[src/rtl/grid_mover_pkg.sv]
// grid_mover_pkg: encodings shared by the grid_mover actor engine and its neighbours.
package grid_mover_pkg;
  typedef enum logic [1:0] {FACE_DOWN = 2'd0, FACE_UP = 2'd1, FACE_LEFT = 2'd2, FACE_RIGHT = 2'd3} facing_t;
  localparam int DIR_UP = 3, DIR_DOWN = 2, DIR_LEFT = 1, DIR_RIGHT = 0;
  typedef enum logic [1:0] {S_IDLE = 2'd0, S_QUERY = 2'd1, S_MOVE = 2'd2} state_t;
  typedef enum logic [1:0] {TILE_WALL = 2'd0, TILE_ROAD0 = 2'd1, TILE_ROAD1 = 2'd2, TILE_STAIRS = 2'd3} tile_t;
  localparam logic [7:0] TRANSPARENT = 8'hE3;
  function automatic logic tile_walkable(tile_t t);
    return t != TILE_WALL;
  endfunction
  function automatic logic is_transparent(logic [7:0] px);
    return px == TRANSPARENT;
  endfunction
endpackage

[src/rtl/grid_hit_detector.sv]
// grid_hit_detector: per-monster contact edge detection and saturating hit-point bookkeeping.
// GRID_MOVER_INVULN_EN adds a post-hit invulnerability window of INVULN_CYC cycles.
module grid_hit_detector
  import grid_mover_pkg::*;
#(
  parameter int POS_W   = 10,
  parameter int NUM_MON = 4,
  parameter int HP_W    = 5,
  parameter int HP_FULL = 5,
  parameter int DAMAGE  = 1
`ifdef GRID_MOVER_INVULN_EN
  , parameter int INVULN_CYC = 4096
`endif
) (
  input  logic                     clk_13,
  input  logic                     rst_n,
  input  logic                     load_en,
  input  logic [POS_W-1:0]         pos_r,
  input  logic [POS_W-1:0]         pos_c,
  input  logic [NUM_MON*POS_W-1:0] mon_r,
  input  logic [NUM_MON*POS_W-1:0] mon_c,
  input  logic [NUM_MON-1:0]       mon_alive,
  output logic [HP_W-1:0]          hp,
  output logic                     hit_pulse,
  output logic                     invuln
);
  localparam int DW = HP_W + $clog2(NUM_MON) + 1;
  logic [NUM_MON-1:0] overlap, hist, hit;
  logic [DW-1:0] k, dmg;
  logic applied;
  always_comb begin
    overlap = '0;
    for (int i = 0; i < NUM_MON; i++)
      overlap[i] = mon_alive[i] && mon_r[i*POS_W +: POS_W] == pos_r && mon_c[i*POS_W +: POS_W] == pos_c;
    hit = overlap & ~hist & {NUM_MON{!invuln}};
    k = '0;
    for (int i = 0; i < NUM_MON; i++)
      k = k + DW'(hit[i]);
    dmg = k * DW'(DAMAGE);
    applied = k != '0 && hp != '0;
  end
  always_ff @(posedge clk_13 or negedge rst_n)
    if (!rst_n) begin
      hist      <= '0;
      hp        <= HP_W'(HP_FULL);
      hit_pulse <= 1'b0;
    end else begin
      hist      <= load_en ? '0 : overlap;
      hp        <= DW'(hp) > dmg ? hp - HP_W'(dmg) : '0;
      hit_pulse <= applied;
    end
`ifdef GRID_MOVER_INVULN_EN
  localparam int CW = $clog2(INVULN_CYC + 1);
  logic [CW-1:0] cnt;
  always_ff @(posedge clk_13 or negedge rst_n)
    if (!rst_n) cnt <= '0;
    else cnt <= load_en ? '0 : applied ? CW'(INVULN_CYC) : cnt - CW'(cnt != '0);
  assign invuln = cnt != '0;
`else
  assign invuln = 1'b0;
`endif
endmodule

[src/rtl/grid_mover.sv]
// grid_mover: tile-grid player actor with map query handshake, smooth pixel stepping and contact damage.
// GRID_MOVER_INVULN_EN enables the post-hit invulnerability window.
module grid_mover
  import grid_mover_pkg::*;
#(
  parameter int POS_W    = 10,
  parameter int LOG_LEN  = 5,
  parameter int STEP_LOG = 5,
  parameter int NUM_MON  = 4,
  parameter int HP_W     = 5,
  parameter int HP_FULL  = 5,
  parameter int DAMAGE   = 1,
  parameter int START_R  = 3,
  parameter int START_C  = 3
`ifdef GRID_MOVER_INVULN_EN
  , parameter int INVULN_CYC = 4096
`endif
) (
  input  logic                     clk_13,
  input  logic                     rst_n,
  input  logic [3:0]               dir_req,
  input  logic                     load_en,
  input  logic [POS_W-1:0]         load_r,
  input  logic [POS_W-1:0]         load_c,
  output logic                     dest_req,
  output logic [POS_W-1:0]         dest_r,
  output logic [POS_W-1:0]         dest_c,
  input  logic                     dest_ack,
  input  logic                     dest_ok,
  input  logic [NUM_MON*POS_W-1:0] mon_r,
  input  logic [NUM_MON*POS_W-1:0] mon_c,
  input  logic [NUM_MON-1:0]       mon_alive,
  output logic [POS_W-1:0]         pos_r,
  output logic [POS_W-1:0]         pos_c,
  output logic [POS_W-1:0]         pix_v,
  output logic [POS_W-1:0]         pix_h,
  output logic [1:0]               facing,
  output logic                     moving,
  output logic [1:0]               anim_frame,
  output logic [HP_W-1:0]          hp,
  output logic                     alive,
  output logic                     hit_pulse,
  output logic                     invuln
);
  state_t state, state_nx;
  logic [1:0] want;
  logic go, under, wrap, last;
  logic [LOG_LEN-1:0] px_cnt;
  logic [STEP_LOG-1:0] sub_cnt;
  always_comb begin
    want  = dir_req[DIR_UP] ? FACE_UP : dir_req[DIR_DOWN] ? FACE_DOWN : dir_req[DIR_LEFT] ? FACE_LEFT : FACE_RIGHT;
    go    = alive && |dir_req;
    under = (want == FACE_UP && pos_r == '0) || (want == FACE_LEFT && pos_c == '0);
    wrap  = &sub_cnt;
    last  = wrap && &px_cnt;
  end
  always_ff @(posedge clk_13 or negedge rst_n)
    if (!rst_n) state <= S_IDLE;
    else state <= state_nx;
  always_comb begin
    state_nx = state;
    if (load_en) state_nx = S_IDLE;
    else if (state == S_IDLE) state_nx = go && !under ? S_QUERY : S_IDLE;
    else if (state == S_QUERY) state_nx = !dest_ack ? S_QUERY : dest_ok ? S_MOVE : S_IDLE;
    else state_nx = last ? S_IDLE : S_MOVE;
  end
  always_comb begin
    dest_req   = state == S_QUERY;
    moving     = state == S_MOVE;
    anim_frame = !moving ? 2'd0 : px_cnt[LOG_LEN-1] ? 2'd2 : 2'd1;
    alive      = hp != '0;
  end
  // The final pixel wrap snaps to the destination cell so pix never drifts from pos.
  always_ff @(posedge clk_13 or negedge rst_n)
    if (!rst_n) begin
      pos_r   <= POS_W'(START_R);
      pos_c   <= POS_W'(START_C);
      pix_v   <= POS_W'(START_R) << LOG_LEN;
      pix_h   <= POS_W'(START_C) << LOG_LEN;
      dest_r  <= POS_W'(START_R);
      dest_c  <= POS_W'(START_C);
      facing  <= FACE_DOWN;
      px_cnt  <= '0;
      sub_cnt <= '0;
    end else if (load_en) begin
      pos_r <= load_r;
      pos_c <= load_c;
      pix_v <= load_r << LOG_LEN;
      pix_h <= load_c << LOG_LEN;
    end else if (state == S_IDLE) begin
      if (go) facing <= want;
      if (go && !under) begin
        dest_r <= want == FACE_UP ? pos_r - 1'b1 : want == FACE_DOWN ? pos_r + 1'b1 : pos_r;
        dest_c <= want == FACE_LEFT ? pos_c - 1'b1 : want == FACE_RIGHT ? pos_c + 1'b1 : pos_c;
      end
    end else if (state == S_QUERY) begin
      px_cnt  <= '0;
      sub_cnt <= '0;
    end else begin
      sub_cnt <= sub_cnt + 1'b1;
      if (last) begin
        pos_r <= dest_r;
        pos_c <= dest_c;
        pix_v <= dest_r << LOG_LEN;
        pix_h <= dest_c << LOG_LEN;
      end else if (wrap) begin
        px_cnt <= px_cnt + 1'b1;
        pix_v  <= facing == FACE_UP ? pix_v - 1'b1 : facing == FACE_DOWN ? pix_v + 1'b1 : pix_v;
        pix_h  <= facing == FACE_LEFT ? pix_h - 1'b1 : facing == FACE_RIGHT ? pix_h + 1'b1 : pix_h;
      end
    end
  grid_hit_detector #(
    .POS_W(POS_W), .NUM_MON(NUM_MON), .HP_W(HP_W), .HP_FULL(HP_FULL), .DAMAGE(DAMAGE)
`ifdef GRID_MOVER_INVULN_EN
    , .INVULN_CYC(INVULN_CYC)
`endif
  ) u_hit (
    .clk_13(clk_13), .rst_n(rst_n), .load_en(load_en), .pos_r(pos_r), .pos_c(pos_c),
    .mon_r(mon_r), .mon_c(mon_c), .mon_alive(mon_alive),
    .hp(hp), .hit_pulse(hit_pulse), .invuln(invuln)
  );
endmodule

[config.mk]
export PLATFORM = sky130hd
export DESIGN_NAME = grid_mover
export DESIGN_NICKNAME = d
export VERILOG_FILES = /design/src/rtl/grid_mover_pkg.sv /design/src/rtl/grid_hit_detector.sv /design/src/rtl/grid_mover.sv
export SDC_FILE = /design/constraint.sdc
export NUM_CORES = 1
export LEC_CHECK = 0
export CORE_AREA = 8 8 132 134
export CTS_CLUSTER_SIZE = 12
export DETAILED_ROUTE_END_ITERATION = 6
export DIE_AREA = 0 0 140 142
export PLACE_DENSITY = 0.69
export SLEW_MARGIN = 20
export SYNTH_ARGS = -nofsm -noshare
export SYNTH_HDL_FRONTEND = slang
export SYNTH_HIERARCHICAL = 1
export SYNTH_SLANG_ARGS = --single-unit
[constraint.sdc]
create_clock -name clk_13 -period 5.1 [get_ports clk_13]
set_input_delay 0.765 -clock clk_13 [delete_from_list [all_inputs] [get_ports clk_13]]
set_output_delay 0.765 -clock clk_13 [all_outputs]
set_load 0.005 [all_outputs]
==> summary.md, run 1 <==
| Metric | Value |
|---|---|
| Final wirelength | 20100 um |
| Via count of the first global-routing pass | 5689 |
| Post-synth ARST share | 1.00 |
| DRC | 0 |
| Antenna violations before repair | 0 |
| Hold_buf cts | 0 |
| Maximum VDD drop | 0.000198 V |
| Longest Clk Path Bufs | 2 |
| Post-CTS setup repair buffer count | 0 |
| Critical Path Source Type | input port |
| Critical path class | input port to flop |
| Clk_lat worst skew | 0.34 ns |
| Worst r2r src | pos_c[0] |
| Inserted Clock Buffers | 9 |
| Syn_nets | 817 |
| Leak pwr | 0.00340 uW |
| Worst setup path startpoint | mon_r[2] |
| Via count | 5651 |
| Clock sinks | 84 |
| DIE AREA | 0.0199 mm^2 |
| DRT Pass-1 Iters | 5 |
| Crit share post-route | 0.883 |
| DP HPWL | 15800 um |
| Routability cong. | 0.866 |
| Chip height | about 140 um |
| Top cells by area, synth | dfrtp_1 29%, xnor2_1 9.1%, xor2_1 7.0%, dfstp_2 6.1%, o21ai_0 4.9% |
| CTS tree | built |
| CTS Root Cell | clkbuf_16 |
| Max frequency | roughly 220 MHz |
| Critical path peak fanout | 4 |
| Final net count | 989 |
| CP Data Arrival Time | 4.71 ns |
| Io pins | 187 |
| Max_cap viols | 0 |
| Cell variety after synth | 63 |
| Least-Margin Pin Slew | 0.681 ns |
| DR iter-0 viols | 375 |
| Yosys top cell area share | 0.290 |
| GRT overflow | 0 |
| Post-Syn Area | 0.00604 mm^2 |
| Synthesis Warnings | 6 |
| Post-CTS sizing | 0 |
| WL per Instance | about 19 um |
| Post-synth EDFFs | 0 |
| Ant diodes | 0 |
| Slew Limit Fails | 0 |
| Share of layout cells above drive strength 1 | 0.0661 |
| Vias/cell | 5.36 |
| Final Hold Viols | 0 |
| Input/output buffers | 185 |
| Total design power | 2980 uW |
| DIE WIDTH | roughly 140 um |
| Antenna Nets Post-Route | 0 |
| Worst rel slew slack | 0.541 |
| Synth Register Bits | 84 |
| First-pass GRT wire length | 31900 um |
| Syn Area/Cell | 8.82 um^2 |
| Total core area | 0.0154 mm^2 |
| R2R Path End | u_hit/hp[4] |
| R2r worst-path depth | 13 |
| Final TNS setup | 0 ns |
| Most frequent cells in the layout | 183 x clkdlybuf4s50_1, 75 x nand2_1, 70 x dfrtp_1 |
| RSZ-0062 raised after global routing | false |
| Prevailing post-synth register cell | dfrtp_1 |
| WHS | 0.399 ns |
| Power density over the cells | 355 mW/mm^2 |
| Clk pin slew, worst setup/hold paths | 0.06 ns |
| Area grow syn2layout | 38.9% |
| Critical Path RT | between 5 and 6 ns |
| Yosys top cell by area | dfrtp_1 |
| Outcome | finished, final reports clean |
| Endpoint type of the worst setup path | flop |
| Skew final | roughly 0.0063 ns |
| Sequential area share after synthesis | 0.351 |
| H-tree lvl count | 3 |
| Cell row count | 46 |
| Mapped Cells | 685 |
| R2r setup slk | between 0.7 and 0.8 ns |
| Total track usage | 0.206 |
| Tmin final | 4.50 ns |
| Commonest non-fill, non-tap cell in the layout | clkdlybuf4s50_1 |
| Largest net degree at the start of global routing | 45 |
| Min-delay worst type | input port to asynchronous set/reset pin |
| Initial core utilization | 0.392 |
| Final setup viols | 0 |
synth_stat cells (4+ instances only):
cell and number:
a211oi_1 4, a21boi_0 5, a21o_1 4, a21oi_1 24
a22o_1 9, and2_1 4, and3_1 10, buf_2 9
clkbuf_1 22, dfrtp_1 70, dfstp_2 14, ha_1 17
inv_1 20, mux2_2 5, mux2i_1 22, nand2_1 75
nand2b_1 4, nand3_1 17, nand3b_1 5, nand4_1 17
nor2_1 30, nor2b_1 7, nor3_1 19, nor3b_1 4
nor4_1 17, nor4b_1 5, o21a_1 5, o21ai_0 59
o22ai_1 6, o31ai_1 4, or2_2 4, or3_1 5
or4_1 11, xnor2_1 63, xor2_1 48
metrics by stage:
step                      cell area (um^2)  worst slack, ns  utilization  cells
after global placement                8060            0.334        0.522   1038
after floorplan                       6040             1.01            -    685
after detailed placement              8060            0.261        0.522   1038
final                                 8390            0.596        0.544   1054
after CTS                             8390            0.623        0.544   1054
after global routing                  8390            0.422        0.544   1054
power by group:
part / switching [uW] / internal, uW
logic: 466 / 637
clock network: 268 / 479
registers: 291 / 838
total: 1020 / 1950
sequential cells by signal (all words and copies together), names as in the netlist:
signal / count
facing: 2
pix_h: 10
state: 2
pos_c: 10
sub_cnt: 5
dest_r: 10
px_cnt: 5
pos_r: 10
pix_v: 10
u_hit/hp: 5
u_hit/hit_pulse: 1
dest_c: 10
u_hit/hist: 4
metal layers:
metal | routed length [um] | GRT usage | up-vias
met4 | 306 | 0.0514 | 0
met1 | 9200 | 0.268 | 2695
met3 | 978 | 0.0426 | 21
met5 | 0 | 0 | -
met2 | 9640 | 0.342 | 150
li1 | - | - | 2785
worst max-delay path, stage by stage:
cell	delay, ns
clkdlybuf4s50_1	0.41
xnor2_1	0.21
nand3_1	0.09
or4_1	0.57
or3_1	0.40
fa_1	0.54
inv_1	0.04
ha_1	0.19
ha_1	0.34
inv_1	0.06
ha_1	0.31
a211o_1	0.26
a211oi_1	0.43
nor2_1	0.09
worst max path at each step:
stage	endpoint	slack, ns	cells after the start
2_1_floorplan	u_hit/hp[4]	1.01	13
3_3_place_gp	u_hit/hp[4]	0.33	14
3_5_place_dp	u_hit/hp[4]	0.26	14
4_1_cts	u_hit/hp[4]	0.62	14
5_1_grt	u_hit/hp[4]	0.42	14
6_report	u_hit/hp[4]	0.60	14
area by class of cell:
class,count,area (um^2)
Timing Repair Buffer,196,1930
Fill cell,1468,7040
Clock buffer,12,236
Tap cell,192,240
Inverter,20,75.1
Multi-Input combinational cell,546,3690
Clock inverter,4,97.6
Sequential cell,84,2120
kinds of logic (layout without fill, tap and decap cells):
logic type	count (synthesis)	in the layout	synth area share
AOI/OAI and AO/OA	143	143	0.146
xor gates and xnor gates	111	111	0.161
adders and majority gates	19	19	0.0418
buffers and inverters	55	232	0.0381
DFF	84	84	0.351
muxes	27	27	0.0458
other	1	1	0.000621
and+or+nand+nor	245	245	0.215
(Power assumes the default switching activity.)
==> inputs of run 2 (changes only) <==
--- a/config.mk
+++ b/config.mk
@@ -10,7 +10,6 @@
 export DETAILED_ROUTE_END_ITERATION = 6
 export DIE_AREA = 0 0 140 142
 export PLACE_DENSITY = 0.69
-export SLEW_MARGIN = 20
 export SYNTH_ARGS = -nofsm -noshare
 export SYNTH_HDL_FRONTEND = slang
 export SYNTH_HIERARCHICAL = 1
==> results of run 2 <==
No change in the layout: final DEF, timing and power equal those of run 1.
